File: src/rtl/mem_access_unit_pkg.sv
// Shared encodings for the MEM-stage data-memory access unit.
package mem_access_pkg;

    localparam logic [1:0] SZ_BYTE = 2'b00;
    localparam logic [1:0] SZ_HALF = 2'b01;
    localparam logic [1:0] SZ_WORD = 2'b10;

    typedef enum logic [1:0] {
        IDLE   = 2'b00,
        ACCESS = 2'b01,
        WAIT   = 2'b10,
        WRITE  = 2'b11
    } state_t;

    // Size 2'b11 falls into the default arm and is handled as a word.
    function automatic logic is_misaligned(input logic [1:0] size, input logic [1:0] lane);
        case (size)
            SZ_BYTE: return 1'b0;
            SZ_HALF: return lane[0];
            default: return (lane != 2'b00);
        endcase
    endfunction

endpackage

File: src/rtl/mem_access_unit_if.sv
// Pipeline request/response handshake plus the data-memory bus.
// The unit uses the slave view; the surrounding pipeline/memory uses the master view.
interface mem_access_unit_if;

    logic        ReqValid;
    logic        ReqReady;
    logic        ReqWrite;
    logic [1:0]  ReqSize;
    logic        ReqSigned;
    logic [31:0] ReqAddr;
    logic [31:0] ReqWData;
    logic        RespValid;
    logic [31:0] RespData;
    logic        StoreDone;
    logic        AddrError;
    logic [31:0] MemAddress;
    logic [31:0] MemWriteData;
    logic        MemWrite;
    logic        MemRead;
    logic [31:0] MemReadData;

    modport slave (
        input  ReqValid, ReqWrite, ReqSize, ReqSigned, ReqAddr, ReqWData, MemReadData,
        output ReqReady, RespValid, RespData, StoreDone, AddrError,
               MemAddress, MemWriteData, MemWrite, MemRead
    );

    modport master (
        output ReqValid, ReqWrite, ReqSize, ReqSigned, ReqAddr, ReqWData, MemReadData,
        input  ReqReady, RespValid, RespData, StoreDone, AddrError,
               MemAddress, MemWriteData, MemWrite, MemRead
    );

endinterface

File: src/rtl/mem_access_unit_lane_align.sv
// Little-endian lane handling: extract and extend a load lane, or merge a
// store lane into the word just read from memory.
module mau_lane_align
    import mem_access_pkg::*;
(
    input  logic [31:0] rdata_i,
    input  logic [1:0]  lane_i,
    input  logic [1:0]  size_i,
    input  logic        signed_i,
    input  logic [31:0] wdata_i,
    output logic [31:0] load_o,
    output logic [31:0] merged_o
);

    logic [4:0]  byte_sh;
    logic [4:0]  half_sh;
    logic [7:0]  byte_sel;
    logic [15:0] half_sel;

    assign byte_sh = {lane_i, 3'b000};
    assign half_sh = {lane_i[1], 4'b0000};

    // Select the addressed lane and extend it to 32 bits.
    always_comb begin
        byte_sel = 8'(rdata_i >> byte_sh);
        half_sel = 16'(rdata_i >> half_sh);
        case (size_i)
            SZ_BYTE: load_o = signed_i ? {{24{byte_sel[7]}}, byte_sel} : {24'b0, byte_sel};
            SZ_HALF: load_o = signed_i ? {{16{half_sel[15]}}, half_sel} : {16'b0, half_sel};
            default: load_o = rdata_i;
        endcase
    end

    // Replace only the addressed lane; other lanes keep the read data.
    always_comb begin
        case (size_i)
            SZ_BYTE: merged_o = (rdata_i & ~(32'h0000_00FF << byte_sh))
                              | ({24'b0, wdata_i[7:0]} << byte_sh);
            SZ_HALF: merged_o = (rdata_i & ~(32'h0000_FFFF << half_sh))
                              | ({16'b0, wdata_i[15:0]} << half_sh);
            default: merged_o = wdata_i;
        endcase
    end

endmodule

File: src/rtl/mem_access_unit.sv
// MEM-stage initiator: one load/store at a time, alignment checks,
// read-modify-write for sub-word stores, extended load data.
module mem_access_unit
    import mem_access_pkg::*;
#(
    parameter int ADDR_W = 10
) (
    input  logic             Clk,
    input  logic             Reset_n,
    mem_access_unit_if.slave bus
);

    state_t            state_q;
    logic              ready_q;
    logic              resp_valid_q;
    logic [31:0]       resp_data_q;
    logic              store_done_q;
    logic              addr_err_q;
    logic              write_q;
    logic              signed_q;
    logic [1:0]        size_q;
    logic [ADDR_W+1:0] addr_q;
    logic [31:0]       wdata_q;
    logic [31:0]       merged_q;
    logic [31:0]       load_d;
    logic [31:0]       merged_d;
    logic [31:0]       word_addr;
    logic              word_store;
    logic              unused_addr_hi;

    // Bytes above the memory size wrap, so the high address bits are ignored.
    assign unused_addr_hi = ^bus.ReqAddr[31:ADDR_W+2];
    assign word_addr      = {{(32-ADDR_W){1'b0}}, addr_q[ADDR_W+1:2]};
    assign word_store     = write_q && size_q[1];

    mau_lane_align u_align (
        .rdata_i  (bus.MemReadData),
        .lane_i   (addr_q[1:0]),
        .size_i   (size_q),
        .signed_i (signed_q),
        .wdata_i  (wdata_q),
        .load_o   (load_d),
        .merged_o (merged_d)
    );

    assign bus.ReqReady  = ready_q;
    assign bus.RespValid = resp_valid_q;
    assign bus.RespData  = resp_data_q;
    assign bus.StoreDone = store_done_q;
    assign bus.AddrError = addr_err_q;

    // Request sequencing with registered handshake/response outputs.
    always_ff @(posedge Clk or negedge Reset_n) begin
        if (!Reset_n) begin
            state_q      <= IDLE;
            ready_q      <= 1'b1;
            resp_valid_q <= 1'b0;
            resp_data_q  <= '0;
            store_done_q <= 1'b0;
            addr_err_q   <= 1'b0;
            write_q      <= 1'b0;
            signed_q     <= 1'b0;
            size_q       <= '0;
            addr_q       <= '0;
            wdata_q      <= '0;
            merged_q     <= '0;
        end else begin
            resp_valid_q <= 1'b0;
            store_done_q <= 1'b0;
            addr_err_q   <= 1'b0;
            case (state_q)
                IDLE: begin
                    if (bus.ReqValid) begin
                        if (is_misaligned(bus.ReqSize, bus.ReqAddr[1:0])) begin
                            addr_err_q <= 1'b1;
                        end else begin
                            write_q  <= bus.ReqWrite;
                            signed_q <= bus.ReqSigned;
                            size_q   <= bus.ReqSize;
                            addr_q   <= bus.ReqAddr[ADDR_W+1:0];
                            wdata_q  <= bus.ReqWData;
                            ready_q  <= 1'b0;
                            state_q  <= ACCESS;
                        end
                    end
                end
                ACCESS: begin
                    if (word_store) begin
                        store_done_q <= 1'b1;
                        ready_q      <= 1'b1;
                        state_q      <= IDLE;
                    end else begin
                        state_q <= WAIT;
                    end
                end
                WAIT: begin
                    if (!write_q) begin
                        resp_data_q  <= load_d;
                        resp_valid_q <= 1'b1;
                        ready_q      <= 1'b1;
                        state_q      <= IDLE;
                    end else begin
                        merged_q <= merged_d;
                        state_q  <= WRITE;
                    end
                end
                WRITE: begin
                    store_done_q <= 1'b1;
                    ready_q      <= 1'b1;
                    state_q      <= IDLE;
                end
                default: begin
                    ready_q <= 1'b1;
                    state_q <= IDLE;
                end
            endcase
        end
    end

    // Memory bus decoded from state; everything is 0 in IDLE and during reset.
    always_comb begin
        bus.MemAddress   = '0;
        bus.MemWriteData = '0;
        bus.MemWrite     = 1'b0;
        bus.MemRead      = 1'b0;
        case (state_q)
            ACCESS: begin
                bus.MemAddress = word_addr;
                bus.MemRead    = 1'b1;
                if (word_store) begin
                    bus.MemWrite     = 1'b1;
                    bus.MemWriteData = wdata_q;
                end
            end
            WAIT: begin
                bus.MemAddress = word_addr;
            end
            WRITE: begin
                bus.MemAddress   = word_addr;
                bus.MemWrite     = 1'b1;
                bus.MemWriteData = merged_q;
            end
            default: ;
        endcase
    end

endmodule

File: src/flat_wrapper.sv
// flat-port wrapper written by rule: the top's interface ports become plain ports
module mem_access_unit_flat import mem_access_pkg::*;
#(
    parameter int ADDR_W = 10
)
  (Clk, Reset_n, bus_ReqValid, bus_ReqWrite, bus_ReqSize, bus_ReqSigned, bus_ReqAddr, bus_ReqWData, bus_MemReadData, bus_ReqReady, bus_RespValid, bus_RespData, bus_StoreDone, bus_AddrError, bus_MemAddress, bus_MemWriteData, bus_MemWrite, bus_MemRead);
  mem_access_unit_if bus_i ();
  input  logic Clk;
  input  logic Reset_n;
  input wire logic [$bits(bus_i.ReqValid)-1:0] bus_ReqValid;
  input wire logic [$bits(bus_i.ReqWrite)-1:0] bus_ReqWrite;
  input wire logic [$bits(bus_i.ReqSize)-1:0] bus_ReqSize;
  input wire logic [$bits(bus_i.ReqSigned)-1:0] bus_ReqSigned;
  input wire logic [$bits(bus_i.ReqAddr)-1:0] bus_ReqAddr;
  input wire logic [$bits(bus_i.ReqWData)-1:0] bus_ReqWData;
  input wire logic [$bits(bus_i.MemReadData)-1:0] bus_MemReadData;
  output wire logic [$bits(bus_i.ReqReady)-1:0] bus_ReqReady;
  output wire logic [$bits(bus_i.RespValid)-1:0] bus_RespValid;
  output wire logic [$bits(bus_i.RespData)-1:0] bus_RespData;
  output wire logic [$bits(bus_i.StoreDone)-1:0] bus_StoreDone;
  output wire logic [$bits(bus_i.AddrError)-1:0] bus_AddrError;
  output wire logic [$bits(bus_i.MemAddress)-1:0] bus_MemAddress;
  output wire logic [$bits(bus_i.MemWriteData)-1:0] bus_MemWriteData;
  output wire logic [$bits(bus_i.MemWrite)-1:0] bus_MemWrite;
  output wire logic [$bits(bus_i.MemRead)-1:0] bus_MemRead;
  assign bus_i.ReqValid = bus_ReqValid;
  assign bus_i.ReqWrite = bus_ReqWrite;
  assign bus_i.ReqSize = bus_ReqSize;
  assign bus_i.ReqSigned = bus_ReqSigned;
  assign bus_i.ReqAddr = bus_ReqAddr;
  assign bus_i.ReqWData = bus_ReqWData;
  assign bus_i.MemReadData = bus_MemReadData;
  assign bus_ReqReady = bus_i.ReqReady;
  assign bus_RespValid = bus_i.RespValid;
  assign bus_RespData = bus_i.RespData;
  assign bus_StoreDone = bus_i.StoreDone;
  assign bus_AddrError = bus_i.AddrError;
  assign bus_MemAddress = bus_i.MemAddress;
  assign bus_MemWriteData = bus_i.MemWriteData;
  assign bus_MemWrite = bus_i.MemWrite;
  assign bus_MemRead = bus_i.MemRead;
  mem_access_unit #(.ADDR_W(ADDR_W)) u_core (.Clk(Clk), .Reset_n(Reset_n), .bus(bus_i));
endmodule
File: config.mk
export PLATFORM = sky130hd
export DESIGN_NAME = mem_access_unit_flat
export DESIGN_NICKNAME = d
export VERILOG_FILES = /design/src/rtl/mem_access_unit_pkg.sv /design/src/rtl/mem_access_unit_if.sv /design/src/rtl/mem_access_unit_lane_align.sv /design/src/rtl/mem_access_unit.sv /design/src/flat_wrapper.sv
export SDC_FILE = /design/constraint.sdc
export NUM_CORES = 1
export LEC_CHECK = 0
export BUFFER_PORTS_ARGS = -buffer_cell sky130_fd_sc_hd__buf_4
export CELL_PAD_IN_SITES_DETAIL_PLACEMENT = 1
export CELL_PAD_IN_SITES_GLOBAL_PLACEMENT = 1
export CORE_MARGIN = 2
export CORE_UTILIZATION = 42
export CTS_CLUSTER_SIZE = 24
export DETAILED_ROUTE_END_ITERATION = 7
export PLACE_DENSITY_LB_ADDON = 0.1
export SLEW_MARGIN = 20
export SYNTH_ARGS = -nofsm -noshare
export SYNTH_HDL_FRONTEND = slang
export SYNTH_SLANG_ARGS = --single-unit
export TNS_END_PERCENT = 5
File: constraint.sdc
create_clock -name Clk -period 2.6 [get_ports Clk]
set_input_delay 0.13 -clock Clk [delete_from_list [all_inputs] [get_ports Clk]]
set_output_delay 0.13 -clock Clk [all_outputs]
set_load 0.05 [all_outputs]
# After elaboration in Yosys (flattened, before gate mapping)
# Index checks and enable logic that the tools add are counted.
# Widths: inputs -> output; s select.
# op_classes
eq_ne	9
shifts	6
muxes	28
bitwise	8
n_reduce_logical	11
# op_table
op	count
$pmux 32 s2	3
$mux 32	3
$and 32x32->32	2
$not 32->32	2
$or 32x32->32	2
$shl 16x5->32	1
$shl 16x5->32 const A	1
$shl 8x5->32	1
$shl 8x5->32 const A	1
$shr 32x5->16	1
$shr 32x5->8	1
$mux 1	13
$mux 10	1
$mux 2	4
$pmux 2 s4	1
$eq 2x1->1 const B	3
$logic_not 2->1	3
$ne 2x2->1 const B	3
$reduce_and 2->1	3
$eq 2x2->1 const B	2
$pmux 1 s2	2
$pmux 1 s4	1
$reduce_and 4->1	1
$reduce_and 3->1	1
other kinds (5)	6
# word_totals
register_bits	118
output_inout_bits	102
wordCells	74

# Logic depth before layout (Yosys ltp)
# Gate-level depths: netlist of run 1.
# logic_depth
word_depth	7
depth_mapped	8
depth_no_buf	5

# Cells and area by module
# Synthesis of run 1 repeated with hierarchy kept, for this count alone.
# hier_totals
hier_cells	596
area_unflattened_um2	6717.7
# modules_own_cells
module	n_inst	cells_each	area_each_um2
mem_access_unit	1	375	5193.7
mau_lane_align	1	221	1524.0

# Worst setup path after synthesis of run 1
# OpenSTA, ideal clock, no wires.
# synth_timing
path_type	flip-flop to output port
from	register u_core.state_q[1]
to	output bus_MemWriteData[19]
arrival_ns	2.242
required_time_ns	2.470
slack_ns	0.228
stages_incl_launch_ff	9
path_buffers	3
path_cell_list	dfrtp_1 buf_2 nand2b_1 inv_1 and2_1 buf_2 buf_2 a22oi_1 nor2b_1
# synth_via
elab_chain_cells	2
elab_cells_between_ends	3
classes_between	2 x eq/ne; 1 x mux
# synth_rtl
item	line_no	text
start: declaration	mem_access_unit.sv:13	state_t state_q;
start signal: assignment	mem_access_unit.sv:55	state_q <= IDLE;
start signal: assignment	mem_access_unit.sv:83	state_q <= ACCESS;
start signal: assignment	mem_access_unit.sv:91	state_q <= IDLE;
$eq 2x2->1 / $eq 2x1->1 (equally long branches)	mem_access_unit.sv:126	case (state_q)
$pmux 32 s2 (*)	mem_access_unit.sv:126	
end: declaration	flat_wrapper.sv:23	output wire logic [$bits(bus_i.MemWriteData)-1:0] bus_MemWriteData;
# Every way passes the cells marked *; elsewhere a longest branch is shown, timed or not.

# Worst setup path in the final report of run 1
# layout_timing
from	register u_core.state_q[0]
to	output bus_MemWriteData[2]
# Same word-level chain as after synthesis.

==> results of run 1 <==
==> sequential cells by signal, indices dropped and copies added (netlist names) <==
signal	cells
u_core.bus.StoreDone	1
u_core.signed_q	1
u_core.state_q	2
u_core.bus.RespData	32
u_core.bus.RespValid	1
u_core.merged_q	32
u_core.wdata_q	32
u_core.bus.AddrError	1
u_core.size_q	2
u_core.write_q	1
u_core.bus.ReqReady	1
u_core.addr_q	12
==> through the flow <==
stage               power [W]  instances  utilization, %  setup slack, ns  cell area (µm²)
floorplan             0.00777        640               -            0.228             6500
global placement      0.00932        937            51.0            0.572             7700
detailed placement    0.00955        937            51.0            0.499             7700
CTS                    0.0123       1023            58.9            0.118             8880
global route           0.0129       1023            58.9           0.0324             8880
finish                 0.0123       1023            58.9            0.154             8880
==> kinds of logic (layout without fill, tap and decap cells) <==
group | Yosys count | after routing
AND/OR/NAND/NOR | 170 | 170
multiplexers | 84 | 84
AO/OA/AOI/OAI | 170 | 170
flip-flops | 118 | 118
other | 1 | 22
buffers and inverters | 76 | 271
==> layout by cell type, fill, tap and decap left out, drive strengths merged, types with 2 or more instances in the layout <==
cell and instances:
nor2 44, o22ai 2, and2 9, nor3b 7, o21ai 26, a31oi 15, nand2 45, a22oi 40
conb 22, a2bb2oi 6, o22a 7, a222oi 16, nand3b 9, dfrtp 117, mux2i 18, clkbuf 23
mux2 66, nor2b 46, inv 3, buf 182, nand2b 4, nand3 2, dlygate4sd3 54, o21a 3
a21oi 43, bufinv 4, clkinv 5, a221o 7
==> worst reg2reg max path, delay by kind of cell (launching register included) <==
kind | cells | cell delay, ns
compound gates | 2 | 0.88
flops | 1 | 0.62
simple gates | 2 | 0.61
==> path summary, 6_finish.rpt <==
kind / start / endpoint / slack, ns / cells after the start
worst max-delay path: u_core.state_q[0]$_DFFE_PN0P_ / bus_MemWriteData[2] / 0.15 / 8
worst min-delay path: bus_MemReadData[17] / u_core.bus.RespData[17]$_DFFE_PN0P_ / 0.008 / 3
worst max register to register: u_core.size_q[0]$_DFFE_PN0P_ / u_core.merged_q[27]$_DFFE_PN0P_ / 0.33 / 4
worst min register to register: u_core.merged_q[7]$_DFFE_PN0P_ / u_core.merged_q[7]$_DFFE_PN0P_ / 0.49 / 2
max in group asynchronous: Reset_n / u_core.bus.ReqReady$_DFFE_PN1P_ / 1.50 / 3
min in group asynchronous: Reset_n / u_core.bus.RespValid$_DFF_PN0_ / 0.27 / 2
==> power groups by stage <==
stage / Combinational, W / Sequential, W / Clock (W)
after global routing: 0.00635 / 0.00388 / 0.00269
after floorplan: 0.00354 / 0.00423 / 0
after global placement: 0.00564 / 0.00368 / 0
after detailed placement: 0.00580 / 0.00375 / 0
after CTS: 0.00593 / 0.00374 / 0.00259
final: 0.00593 / 0.00376 / 0.00257
==> final cells by class <==
type,count,area [µm²]
fill,1615,6200
multi-input combinational,446,3120
sequential,118,2960
timing repair buffer,236,1920
clock buffer,23,498
tap,188,235
clock inverter,9,145
inverter,3,11.3
==> per-layer routing <==
layer  global-route usage [%]  wire [µm]
met3                     6.76       1410
met1                     37.0       9480
met4                     8.47        481
met5                        0          0
met2                     45.9      10700
==> repair_timing <==
action | CTS | global route
endpoints found under the setup margin | 0 | 0
hold buffers | 54 | 0
buffers inserted | 0 | 0
endpoints found under the hold margin | 97 | 0
==> impl_metrics.csv, run 1 <==
group,metric,value,unit
outcome,outcome,"complete, no violations",
drt,drcViolationCount,0,
worst_setup_path,critical_path_arrival,2.32,ns
synthesis,synth-simple-area-share,13.8,%
drt,drt_iter0_drc,550,
drt,dr.pass1.iters,6,
worst_setup_path,cp_data_required_time,2.47,ns
power_and_ir_drop,ir_drop,0.000606,V
clock_network,clk_latency,0.43,ns
synthesis,synth_seq_cells,118,
worst_setup_path,critPathLaunchType,"flip-flop",
worst_setup_path,path_max_fanout,32,
placed_design,gp_congestion,0.874,
layout,antenna_cells,0,
synthesis,synth.top_cell.area_share,45.6,%
worst_setup_path,cpMostUsedCell,"buf_4",
worst_setup_path,cp_cell_sequence,"buf_4, nand2b_1, inv_1, and2_1, buf_4, a22oi_1, nor2b_1, buf_4",
die,initial_utilization,42.6,%
power_and_ir_drop,power_density,1380,nW/µm²
global_routing,grt_max_degree,50,
clock_network,cts.sinks,118,
layout,syn2layout_area_growth,38.3,%
placed_design,portBuffers,162,
power_and_ir_drop,p_leak,3.97,nW
clock_network,clk_pin_slew,0.05,ns
global_routing,grt_usage,28.0,%
timing,rsz0062_at_grt,"no",
power_and_ir_drop,swShare,44.7,%
global_routing,grt_pass1_vias,6122,
timing,relSlewSlack,42.8,%
power_and_ir_drop,p_seq_share,30.7,%
global_routing,antenna_found_initial,0,
synthesis,synthesis.area,6420,µm²
synthesis,synth_edf_count,0,
synthesis,yosys-mux-area-fraction,14.8,%
drt,drt_wl_total,22100,µm
worst_setup_path,crit_family,"buffers and inverters",
synthesis,yosysWarningCount,0,
drt,vias,5793,
drt,drt-wirelength-per-cell,21.6,µm
synthesis,synth_top_cell_by_area,"dfrtp_1",
clock_network,cts-root-buf,"clkbuf_16",
synthesis,syn-instance-count,619,
placed_design,dp_hpwl,14800,µm
synthesis,ys_async_sr_fraction,100,%
die,die_y,128,µm
drt,ant_nets,0,
worst_setup_path,crit_slowest_cell,"buf_4",
synthesis,synth_most_common_cell,"dfrtp_1",
clock_network,cts_buffer_depth,2,
synthesis,synth_top_family_by_area,"compound AO/OA/AOI/OAI gates",
timing,maxSlewViolCount,0,
global_routing,grt_overflow,0,
timing,finClkSkew,0.00783,ns
layout,drive_gt1_share,34.0,%
layout,nets,925,
worst_setup_path,max_stage_delay,0.37,ns
synthesis,ys_top_cells_by_area,"dfrtp_1 46%, mux2_2 8.4%, a22oi_1 4.7%",
drt,via_per_inst,5.66,
clock_network,cts_max_level,4,
die,die-area,16300,µm²
timing,hold_viol,0,
timing,worst_hold_slack,0.00789,ns
synthesis,synth-xor-area-share,0,%
global_routing,grt_pass1_wl,34900,µm
timing,setup_violations,0,
timing,finalSetupTns,0,ns
die,pin_count,205,
power_and_ir_drop,power.share.clock,20.9,%
timing,min_period,2.45,ns
synthesis,synth_ff_type,"dfrtp_1",
synthesis,syn_avg_cell_area,10.4,µm²
die,die_w,128,µm
synthesis,ys_seq_area_share,46.0,%
synthesis,synth_common_cells,"117 x dfrtp_1, 48 x mux2_2, 46 x nor2b_1, 44 x nand2_1, 44 x nor2_1",
flow_run,cap_violations,0,
power_and_ir_drop,comb_power_share,48.4,%
timing,finalCritPeriodShare,94.1,%
worst_setup_path,cp-end-kind,"output port",
worst_hold_path,worstHoldPathType,"in2reg",
synthesis,synthAdderAreaFrac,0,%
power_and_ir_drop,p_switching,0.00548,W
die,coreArea,15100,µm²
clock_network,cts_tree,"built",
power_and_ir_drop,p_int,0.00677,W
synthesis,synth_cell_types,49,
worst_setup_path,crit_buf_inv,4,
timing,max_freq,409,MHz
timing,tightest_slew,0.854,ns
clock_network,cts_made_buffers,17,
clock_network,cts.repair.resized,0,
die,rows,45,
synthesis,synth-compound-area-share,18.5,%
worst_setup_path,crit_type,"reg2out",
Note: power is estimated with default switching activity, not from simulation.
==> run 2: changes to the inputs <==
RECOVER_POWER = 100   (was not set)
==> impl_metrics.csv, run 2 (synthesized netlist as in run 1, its figures left out) <==
group,metric,value,unit
layout,fin_cells,1023,
clock_network,cts.sinks,118,
worst_setup_path,max_stage_delay,0.36,ns
die,pin_count,205,
die,die_y,128,µm
placed_design,gp_congestion,0.874,
placed_design,portBuffers,162,
drt,vias,5772,
worst_setup_path,crit_buf_inv,4,
placed_design,dp_hpwl,14800,µm
worst_hold_path,min_path_cells,3,
die,die-area,16300,µm²
clock_network,cts-root-buf,"clkbuf_16",
worst_setup_path,cp_cell_sequence,"buf_4, nand2b_1, inv_1, and2_1, buf_4, a22oi_1, nor2b_1, clkbuf_4",
placed_design,dp_worst_setup_slack,0.499,ns
timing,finClkSkew,0.00897,ns
timing,final.setup.worst_slack,0.139,ns
clock_network,cts.repair.resized,0,
drt,drt-wirelength-per-cell,21.6,µm
drt,drt_wl_total,22100,µm
drt,drt_iter0_drc,463,
layout,final_cell_mix,"116 x dfrtp_1, 101 x buf_4, 54 x dlygate4sd3_1",
die,coreArea,15100,µm²
global_routing,grt_pass1_vias,6122,
timing,rsz0062_at_grt,"no",
flow_run,cap_violations,0,
timing,maxSlewViolCount,0,
clock_network,cts_max_level,4,
global_routing,grt_max_degree,50,
drt,drcViolationCount,0,
worst_setup_path,cpMostUsedCell,"buf_4",
global_routing,grt_usage,28.0,%
clock_network,clk_pin_slew,0.05,ns
timing,relSlewSlack,18.7,%
drt,ant_nets,0,
power_and_ir_drop,totalPowerFinal,0.0118,W
drt,dr.pass1.iters,7,
die,die_w,128,µm
clock_network,cts_buffer_depth,2,
clock_network,clk_latency,0.43,ns
worst_setup_path,crit_type,"reg2out",
layout,final_common_cell,"dfrtp_1",
worst_setup_path,cp_data_required_time,2.47,ns
worst_setup_path,r2r_setup_slack,0.22,ns
outcome,outcome,"complete, no violations",
worst_setup_path,cp.depth,8,
clock_network,cts_made_buffers,17,
worst_setup_path,crit_slowest_cell,"buf_4",
global_routing,grt_overflow,0,
power_and_ir_drop,ir_drop,0.000605,V
drt,via_per_inst,5.64,
power_and_ir_drop,p_leak,3.75,nW
layout,antenna_cells,0,
timing,max_freq,406,MHz
worst_setup_path,critPathLaunchType,"flip-flop",
timing,finalCritPeriodShare,94.6,%
worst_setup_path,cp-end-kind,"output port",
worst_setup_path,path_max_fanout,32,
timing,min_period,2.46,ns
layout,nets,925,
worst_hold_path,worstHoldPathType,"in2reg",
power_and_ir_drop,power_density,1380,nW/µm²
global_routing,antenna_found_initial,0,
timing,setup_violations,0,
timing,hold_viol,0,
layout,fillCellCount,1654,
timing,finalSetupTns,0,ns
layout,drive_gt1_share,26.7,%
timing,tightest_slew,1.22,ns
worst_setup_path,rr_worst_depth,6,
die,rows,45,
clock_network,cts_tree,"built",
placed_design,dp.cells,937,
worst_setup_path,crit_family,"buffers and inverters",
die,initial_utilization,42.6,%
global_routing,grt_pass1_wl,34900,µm
clock_network,cts_setup_buffers,0,
clock_network,cts_hold_buffers,54,
worst_setup_path,critical_path_arrival,2.33,ns
layout,syn2layout_area_growth,33.7,%
==> run 2: cell types whose count changed in the layout (fill, tap and decap cells not counted), moves of 2 or more <==
cell / delta
buf_2: +14
buf_4: -80
clkbuf_1: +47
clkbuf_2: +13
clkbuf_4: +6
mux2_1: +8
mux2_4: -7
nand3_1: +2
nand3_2: -2
o21ai_0: +3
o21ai_1: -3
==> run 2: through the flow <==
step / hold slack, ns / util, % / area, µm²
global route: 0.00917 / 56.9 / 8590
CTS: 0.00183 / 58.9 / 8880
global placement: 0.179 / 51.0 / 7700
detailed placement: 0.182 / 51.0 / 7700
finish: 0.00575 / 56.9 / 8590
floorplan: -0.166 / - / 6500
==> run 2: area by class of cell <==
cell class	count	area [µm²]	share of cell area, %
multi-input cells	446	3070	35.7
flip-flops and latches	118	2960	34.4
repair buffers	236	1680	19.5
clock buffers	23	498	5.80
well taps	188	235	2.74
clock inverters	9	145	1.69
inverters	3	11.3	0.131
==> run 2: worst register-to-register path, stage by stage (launching register included) <==
cell      delay (ns)
dfrtp_1         0.38
buf_4           0.20
nor2_1          0.12
clkbuf_1        0.48
nand3_1         0.20
clkbuf_2        0.41
mux2_1          0.47
==> run 2: power by group <==
| part | total, W | internal [W] | leakage [nW] | switching, W |
|---|---|---|---|---|
| Combinational | 0.00550 | 0.00189 | 2.05 | 0.00361 |
| Sequential | 0.00374 | 0.00276 | 1.38 | 0.000980 |
| Clock | 0.00257 | 0.00172 | 0.323 | 0.000849 |
==> run 2: final timing paths <==
kind / from / endpoint
max: u_core.state_q[0]$_DFFE_PN0P_ / bus_MemWriteData[1]
max reg2reg: u_core.state_q[0]$_DFFE_PN0P_ / u_core.wdata_q[11]$_DFFE_PN0P_
max in group asynchronous: Reset_n / u_core.wdata_q[26]$_DFFE_PN0P_
min: bus_MemReadData[17] / u_core.bus.RespData[17]$_DFFE_PN0P_
min reg2reg: u_core.merged_q[2]$_DFFE_PN0P_ / u_core.merged_q[2]$_DFFE_PN0P_
min in group asynchronous: Reset_n / u_core.bus.RespValid$_DFF_PN0_
==> run 2: layer usage <==
layer	global-route usage, %	wire length [µm]	vias up
met4	8.47	445	0
met2	45.9	10800	222
li1	-	-	2597
met1	37.0	9550	2917
met3	6.76	1310	36
met5	0	0	-
